`src/rtl/pairing_readout_ctrl_if.sv`:
```
// Handshake, core read-port and serial-line bundle for pairing_readout_ctrl.
// master = the readout sequencer, slave = the pairing core / board side.
interface pairing_readout_ctrl_if #(
  parameter int WORD_W = 304,
  parameter int ADDR_W = 8
);
  logic              start;
  logic [3:0]        n_func;
  logic              core_run;
  logic [3:0]        core_n_func;
  logic              core_done;
  logic [ADDR_W-1:0] extout_addr;
  logic [WORD_W-1:0] extout_data;
  logic              uart_tx;
  logic              busy;
  logic              done;

  modport master (
    input  start, n_func, core_done, extout_data,
    output core_run, core_n_func, extout_addr, uart_tx, busy, done
  );

  modport slave (
    output start, n_func, core_done, extout_data,
    input  core_run, core_n_func, extout_addr, uart_tx, busy, done
  );
endinterface

```
`src/rtl/pairing_readout_ctrl.sv`:
```
// Runs the BN254 pairing core, then streams its result words LSB-byte-first over UART 8N1.
// Define PAIRING_READOUT_CSUM_EN to append an XOR checksum frame after each word.
module pairing_readout_ctrl #(
  parameter int WORD_W       = 304,
  parameter int ADDR_W       = 8,
  parameter int ADDR_BASE    = 0,
  parameter int NUM_WORDS    = 12,
  parameter int READ_LAT     = 3,
  parameter int CLKS_PER_BIT = 6000
) (
  input  logic clk,
  input  logic rst,
  pairing_readout_ctrl_if.master bus
);

  localparam int BYTES_PER_WORD = WORD_W / 8;
`ifdef PAIRING_READOUT_CSUM_EN
  localparam int FRAMES_PER_WORD = BYTES_PER_WORD + 1;
`else
  localparam int FRAMES_PER_WORD = BYTES_PER_WORD;
`endif
  localparam int CLK_CNT_W  = $clog2(CLKS_PER_BIT);
  localparam int BYTE_CNT_W = $clog2(FRAMES_PER_WORD + 1);
  localparam logic [ADDR_W-1:0]    BASE_ADDR  = ADDR_W'(ADDR_BASE);
  localparam logic [ADDR_W-1:0]    LAST_WORD  = ADDR_W'(NUM_WORDS - 1);
  localparam logic [CLK_CNT_W-1:0] BIT_LAST   = CLK_CNT_W'(CLKS_PER_BIT - 1);
  localparam logic [3:0]           LAT_LAST   = 4'(READ_LAT - 1);
  localparam logic [BYTE_CNT_W-1:0] FRAME_LAST = BYTE_CNT_W'(FRAMES_PER_WORD - 1);

  typedef enum logic [3:0] {
    S_IDLE, S_RUN, S_WAIT_DONE, S_LAT, S_TX_START,
    S_TX_DATA, S_TX_STOP, S_NEXT, S_DONE
  } state_t;

  state_t state, next_state;

  logic [CLK_CNT_W-1:0]  clk_cnt;
  logic [2:0]            bit_idx;
  logic [BYTE_CNT_W-1:0] byte_cnt;
  logic [ADDR_W-1:0]     word_cnt;
  logic [3:0]            lat_cnt;
  logic [WORD_W-1:0]     shift_buf;
  logic [ADDR_W-1:0]     addr_q;
  logic [3:0]            n_func_q;
  logic                  tx_q;
  logic                  tx_next;
  logic [7:0]            tx_byte;
  logic                  bit_end, lat_end, last_frame;
`ifdef PAIRING_READOUT_CSUM_EN
  logic [7:0]            csum;
`endif

  always_ff @(posedge clk or posedge rst) begin
    if (rst) state <= S_IDLE;
    else     state <= next_state;
  end

  // Next-state and line-level decode; the line value is registered one cycle later.
  always_comb begin
    bit_end    = (clk_cnt == BIT_LAST);
    lat_end    = (lat_cnt == LAT_LAST);
    last_frame = (byte_cnt == FRAME_LAST);
`ifdef PAIRING_READOUT_CSUM_EN
    tx_byte = (byte_cnt == BYTE_CNT_W'(BYTES_PER_WORD)) ? csum : shift_buf[7:0];
`else
    tx_byte = shift_buf[7:0];
`endif
    next_state = state;
    tx_next    = 1'b1;
    case (state)
      S_IDLE:      if (bus.start) next_state = S_RUN;
      S_RUN:       next_state = S_WAIT_DONE;
      S_WAIT_DONE: if (bus.core_done) next_state = S_LAT;
      S_LAT:       if (lat_end) next_state = S_TX_START;
      S_TX_START: begin
        tx_next = 1'b0;
        if (bit_end) next_state = S_TX_DATA;
      end
      S_TX_DATA: begin
        tx_next = tx_byte[bit_idx];
        if (bit_end && bit_idx == 3'd7) next_state = S_TX_STOP;
      end
      S_TX_STOP:   if (bit_end) next_state = last_frame ? S_NEXT : S_TX_START;
      S_NEXT:      next_state = (word_cnt == LAST_WORD) ? S_DONE : S_LAT;
      S_DONE:      next_state = S_IDLE;
      default:     next_state = S_IDLE;
    endcase
  end

  // Datapath: counters, read address, result buffer and the registered serial line.
  always_ff @(posedge clk or posedge rst) begin
    if (rst) begin
      clk_cnt   <= '0;
      bit_idx   <= '0;
      byte_cnt  <= '0;
      word_cnt  <= '0;
      lat_cnt   <= '0;
      shift_buf <= '0;
      addr_q    <= BASE_ADDR;
      n_func_q  <= '0;
      tx_q      <= 1'b1;
`ifdef PAIRING_READOUT_CSUM_EN
      csum      <= '0;
`endif
    end else begin
      tx_q <= tx_next;
      case (state)
        S_IDLE: if (bus.start) n_func_q <= bus.n_func;
        S_WAIT_DONE: if (bus.core_done) begin
          addr_q   <= BASE_ADDR;
          word_cnt <= '0;
        end
        S_LAT: begin
          if (lat_end) begin
            shift_buf <= bus.extout_data;
            byte_cnt  <= '0;
            clk_cnt   <= '0;
            bit_idx   <= '0;
            lat_cnt   <= '0;
`ifdef PAIRING_READOUT_CSUM_EN
            csum      <= '0;
`endif
          end else begin
            lat_cnt <= lat_cnt + 4'd1;
          end
        end
        S_TX_START, S_TX_DATA: begin
          clk_cnt <= bit_end ? '0 : clk_cnt + CLK_CNT_W'(1);
          if (bit_end && state == S_TX_DATA) bit_idx <= bit_idx + 3'd1;
        end
        S_TX_STOP: begin
          clk_cnt <= bit_end ? '0 : clk_cnt + CLK_CNT_W'(1);
          if (bit_end) begin
            byte_cnt  <= byte_cnt + BYTE_CNT_W'(1);
            shift_buf <= {8'h00, shift_buf[WORD_W-1:8]};
`ifdef PAIRING_READOUT_CSUM_EN
            csum      <= csum ^ shift_buf[7:0];
`endif
          end
        end
        S_NEXT: if (word_cnt != LAST_WORD) begin
          word_cnt <= word_cnt + ADDR_W'(1);
          addr_q   <= addr_q + ADDR_W'(1);
        end
        default: ;
      endcase
    end
  end

  assign bus.core_run    = (state == S_RUN);
  assign bus.core_n_func = n_func_q;
  assign bus.extout_addr = addr_q;
  assign bus.uart_tx     = tx_q;
  assign bus.busy        = (state != S_IDLE);
  assign bus.done        = (state == S_DONE);

endmodule

```
`src/flat_wrapper.sv`:
```
// flat-port wrapper written by rule: the top's interface ports become plain ports
module pairing_readout_ctrl_flat 
#(
  parameter int WORD_W       = 304,
  parameter int ADDR_W       = 8,
  parameter int ADDR_BASE    = 0,
  parameter int NUM_WORDS    = 12,
  parameter int READ_LAT     = 3,
  parameter int CLKS_PER_BIT = 6000
)
  (clk, rst, bus_start, bus_n_func, bus_core_done, bus_extout_data, bus_core_run, bus_core_n_func, bus_extout_addr, bus_uart_tx, bus_busy, bus_done);
  pairing_readout_ctrl_if #(.WORD_W(WORD_W), .ADDR_W(ADDR_W)) bus_i ();
  input  logic clk;
  input  logic rst;
  input wire logic [$bits(bus_i.start)-1:0] bus_start;
  input wire logic [$bits(bus_i.n_func)-1:0] bus_n_func;
  input wire logic [$bits(bus_i.core_done)-1:0] bus_core_done;
  input wire logic [$bits(bus_i.extout_data)-1:0] bus_extout_data;
  output wire logic [$bits(bus_i.core_run)-1:0] bus_core_run;
  output wire logic [$bits(bus_i.core_n_func)-1:0] bus_core_n_func;
  output wire logic [$bits(bus_i.extout_addr)-1:0] bus_extout_addr;
  output wire logic [$bits(bus_i.uart_tx)-1:0] bus_uart_tx;
  output wire logic [$bits(bus_i.busy)-1:0] bus_busy;
  output wire logic [$bits(bus_i.done)-1:0] bus_done;
  assign bus_i.start = bus_start;
  assign bus_i.n_func = bus_n_func;
  assign bus_i.core_done = bus_core_done;
  assign bus_i.extout_data = bus_extout_data;
  assign bus_core_run = bus_i.core_run;
  assign bus_core_n_func = bus_i.core_n_func;
  assign bus_extout_addr = bus_i.extout_addr;
  assign bus_uart_tx = bus_i.uart_tx;
  assign bus_busy = bus_i.busy;
  assign bus_done = bus_i.done;
  pairing_readout_ctrl #(.WORD_W(WORD_W), .ADDR_W(ADDR_W), .ADDR_BASE(ADDR_BASE), .NUM_WORDS(NUM_WORDS), .READ_LAT(READ_LAT), .CLKS_PER_BIT(CLKS_PER_BIT)) u_core (.clk(clk), .rst(rst), .bus(bus_i));
endmodule
```
`config.mk`:
```
export PLATFORM = sky130hd
export DESIGN_NAME = pairing_readout_ctrl_flat
export DESIGN_NICKNAME = d
export VERILOG_FILES = /design/src/rtl/pairing_readout_ctrl_if.sv /design/src/rtl/pairing_readout_ctrl.sv /design/src/flat_wrapper.sv
export SDC_FILE = /design/constraint.sdc
export NUM_CORES = 1
export LEC_CHECK = 0
export BUFFER_PORTS_ARGS = -buffer_cell sky130_fd_sc_hd__buf_2
export CAP_MARGIN = 20
export CORE_MARGIN = 1.5
export CORE_UTILIZATION = 60
export CTS_CLUSTER_SIZE = 14
export DETAILED_ROUTE_END_ITERATION = 10
export MAX_ROUTING_LAYER = met4
export PLACE_DENSITY = 0.83
export SYNTH_ARGS = -nofsm -noshare
export SYNTH_HDL_FRONTEND = slang
export SYNTH_SLANG_ARGS = --single-unit
export TNS_END_PERCENT = 100
```
`constraint.sdc`:
```
create_clock -name clk -period 32 [get_ports clk]
set_clock_uncertainty 0.2 [all_clocks]
set_input_delay 4.8 -clock clk [delete_from_list [all_inputs] [get_ports clk]]
set_output_delay 4.8 -clock clk [all_outputs]
set_load 0.05 [all_outputs]
```
# Word-level counts from Yosys, hierarchy flattened

Index checks and enable logic that the tools add are counted.

Register bits: 355

Add/subtract/negate cells: 6
$lt $le $gt $ge: 1
Eq/ne operators: 22
Multiplexer cells: 30
Reductions and logical operators: 16

Operators with widths:

| cell                  | number |
|---|---|
| $mux 304              | 2 |
| $pmux 304 s2          | 1 |
| $mux 4                | 8 |
| $pmux 4 s8            | 1 |
| $pmux 8 s2            | 2 |
| $mux 13               | 2 |
| $pmux 13 s2           | 1 |
| $mux 8                | 3 |
| $add 8x1->8 const B   | 2 |
| $eq 4x3->1 const B    | 4 |
| $add 13x1->13 const B | 1 |
| $eq 13x13->1 const B  | 1 |
| $eq 4x2->1 const B    | 3 |
| $mux 6                | 2 |
| $ne 2x1->1 const B    | 6 |
| $pmux 6 s2            | 1 |
| $reduce_and 3->1      | 3 |
| $eq 8x4->1 const B    | 1 |
| $ne 8x4->1 const B    | 1 |
| $reduce_bool 2->1     | 4 |
| $add 6x1->6 const B   | 1 |
| $eq 6x6->1 const B    | 1 |
| $mux 3                | 2 |
| $pmux 3 s2            | 1 |
| 18 further kinds      | 21 |

# Logic depth before layout (Yosys ltp)

Depth in word-level cells: 4
Gate-level depth with buffers: 9
Mapped depth without buffers: 7

# Worst setup path after synthesis

No wires, ideal clock.

Path type: register -> output
Start: reg u_core.state[3]
End: out bus_done
Arrival time: 2.245 ns
Data required time: 27.000 ns
Setup slack: 24.755 ns
Stages on the path, launching flop included: 3
Buffers on the path: 1
Cell sequence: dfrtp_1 > clkbuf_1 > nor4b_1

Longest elaborated chain between the ends: 1

Ends and longest elaborated chain:

| item                   | line                        | text |
|---|---|---|
| from (decl)            | pairing_readout_ctrl.sv:35  | `state_t state, next_state;` |
| from (signal assigned) | pairing_readout_ctrl.sv:55  | `else state <= next_state;` |
| $eq 4x4->1             | pairing_readout_ctrl.sv:155 | `assign bus.done = (state == S_DONE);` |
| to (decl)              | flat_wrapper.sv:24          | `output wire logic [$bits(bus_i.done)-1:0] bus_done;` |

Every way passes these cells.

# Worst setup path after layout

Start: reg u_core.state[0]
End: out bus_done

Same word-level chain as after synthesis.

==> impl_metrics.yaml <==
yosys:
  yosys.cell_types.count: 56
  synth_largest_area_cell: "dfrtp_1"
  post_synth_most_frequent_cells: "nand2_1, dfrtp_1, nor2_1"
  synth_cells: 1926
  synth-seq-area-share: 0.541
  async_reset_ff_frac: 1.00
  syn_area_per_cell_um2: 8.53
  synth_edf_count: 0
  postSynthNetCount: 2245
  area_share_of_the_leading_cell_type_in_the_synthesized_netlist: 0.539
  synth.most_common_cell: "nand2_1"
  postSynthRegisterBits: 355
  yosysWarningCount: 0
  synthTopCellsByArea: "dfrtp_1, nand2_1, a31oi_1, nor2_1, buf_6"
  syn_area_um2: 16400
  synth_flop_cell: "dfrtp_1"
setup_path:
  timing.critical_path.cells: "nor4b_1 -> buf_2"
  crit_path_kind: "flop to primary output"
  critical_path_required_ns: 27.00
  critPathCaptureType: "primary output"
  critPathSlowestCell: "dfrtp_1"
  timing.critical_path.buf_inv: 1
  crit_fanout: 16
  cp_top_family: "flip-flops"
  max_stage_delay_ns: 0.55
  critPathArrivalTime_ns: 1.89
  critical_path.startpoint_type: "flop"
timing:
  setup_repair_after_global_routing_missed_its_margin: "false"
  final.period_utilization: 0.215
  final_max_slew_viol_count: 0
  tns_ns: 0
  tightestPinTransition_ns: 1.09
  maxSlewHeadroom: 0.275
  finalSetupViolCount: 0
  final-hold-violation-count: 0
  period_minus_slack_ns: 6.89
  maxClockFrequency_mhz: 145
die:
  core.rowCount: 60
  starting_density_of_the_core: 0.610
  design.die.area_um2: 28400
  floorplan.io_pins: 328
  chipHeight_um: 169
  core_area_um2: 27000
  die_x_um: 169
pwr:
  p_int_mw: 1.11
  p_sw_uw: 614
  ir_drop_mv: 0.0576
  power-per-cell-area_nw_per_um2: 89.9
  comb_power_share: 0.304
  p_leak_nw: 8.78
  switching_share: 0.357
  power_frac_clock: 0.251
  sequential_share_of_power: 0.445
worst_hold_path:
  hold_class: "flop to flop"
flow_run:
  timing.max_cap.violations: 0
global_route:
  grt_start_max_net_pins: 248
  wire_length_of_the_first_global_routing_pass_um: 66500
  grt-ovfl-total: 0
  grt_pass1_vias: 13500
  track_usage: 0.299
  antenna_violations_before_repair: 16
finish:
  fillers: 2101
  final_cell_count_no_fill: 2550
  layout.nets: 2487
  area_growth_pct: 16.5
  final_layout_size_suffix_gt1_frac: 0.193
drt:
  detail_route.iter0.violations: 1401
  wl_per_cell_um: 16.3
  total_length_of_routed_wires_um: 41500
  ant_nets: 0
  vias: 14500
  viasPerCell: 5.70
  drc: 0
  dr.pass1.iters: 5
placement:
  numPortBuffers: 327
  hpwlAfterDp_um: 26800
  placed_cells: 2468
  gp_congestion: 0.860
clock_network:
  clkSlewWorstSetupHoldPaths_ns: 0.06
  cts_tree: "yes"
  cts.path.max_buffers: 3
  cts_resized: 0
  postCtsSetupBuffers: 0
  cts_num_sinks: 355
  hold_buffers: 0
  cts_buffers: 37
  clock-root-buffer: "clkbuf_16"
  clock_latency_ns: 0.51
  ctsHtreeMaxLevel: 2
run_status:
  status: "finished clean"
## power groups by stage
stage,Combinational [mW],Sequential (mW),Clock (mW)
after floorplan,0.447,0.749,0
after global placement,0.493,0.759,0
after detailed placement,0.517,0.767,0
after CTS,0.520,0.763,0.437
after global routing,0.598,0.787,0.455
final,0.523,0.766,0.432
## worst register-to-register path, cell delays in order (launching register included)
cell	delay, ns
dfrtp_1	0.64
nand4bb_4	0.26
buf_12	0.66
o211a_4	0.75
buf_4	0.77
buf_4	0.89
buf_4	0.90
buf_4	0.96
nor2_1	0.19
a31oi_1	0.20
## per-layer routing
layer / vias to the layer above / GRT usage / wire, µm
met5: - / - / 0
met4: 0 / 0.112 / 1430
met3: 102 / 0.0479 / 2760
met2: 548 / 0.453 / 19200
met1: 6904 / 0.411 / 18100
li1: 6984 / - / -
## final cells by class
cell class	instances	area, µm²	share of cell area
multi-input combinational	1423	6730	0.351
tap	341	427	0.0223
timing repair buffer	344	1820	0.0949
inverter	7	35.0	0.00183
antenna	18	45.0	0.00235
clock buffer	49	1030	0.0539
clock inverter	13	175	0.00915
sequential	355	8880	0.464
## stage by stage
step	instance area (µm²)	worst slack (ns)	hold WS (ns)	util	total power [mW]
final	19100	25.11	0.266	0.710	1.72
after global routing	19100	24.86	0.292	0.710	1.84
after CTS	19000	25.13	0.271	0.706	1.72
after detailed placement	17800	25.01	0.256	0.662	1.28
after global placement	17800	25.02	0.250	0.662	1.25
after floorplan	16400	17.15	0.239	-	1.20
## cells in the final DEF (no fill, tap or decap), drive strengths merged, types with 14 or more instances in the layout
master	count
nor2	328
dfrtp	354
nand2	637
diode	18
o21ai	22
nand4	14
buf	344
a31oi	298
clkbuf	49
nand3	22
## logic make-up after synthesis
| logic type | synth area share |
|---|---|
| XOR/XNOR | 0.00799 |
| flip-flops | 0.541 |
| multiplexers | 0.00754 |
| AND/OR/NAND/NOR | 0.254 |
| AO/OA/AOI/OAI | 0.132 |
| buffers and inverters | 0.0525 |
| adder cells (fa/ha/maj) | 0.00533 |
## flip-flops by register name (all words and copies together) (netlist names)
signal	count
u_core.bus.uart_tx	1
u_core.bus.extout_addr	8
u_core.state	4
u_core.byte_cnt	6
u_core.bus.core_n_func	4
u_core.shift_buf	304
u_core.lat_cnt	4
u_core.word_cnt	8
u_core.clk_cnt	13
u_core.bit_idx	3
## path summary, 6_finish.rpt
path	from	to	slack, ns	depth (start not counted)
max	u_core.state[0]$_DFFE_PP0P_	bus_done	25.11	2
min	u_core.shift_buf[297]$_DFFE_PP0P_	u_core.shift_buf[297]$_DFFE_PP0P_	0.27	2
max reg2reg	u_core.state[0]$_DFFE_PP0P_	u_core.shift_buf[168]$_DFFE_PP0P_	25.50	9
min reg2reg	u_core.shift_buf[297]$_DFFE_PP0P_	u_core.shift_buf[297]$_DFFE_PP0P_	0.27	2
max in group asynchronous	rst	u_core.shift_buf[284]$_DFFE_PP0P_	25.71	4
min in group asynchronous	rst	u_core.shift_buf[195]$_DFFE_PP0P_	3.99	2
(Power assumes the default switching activity.)
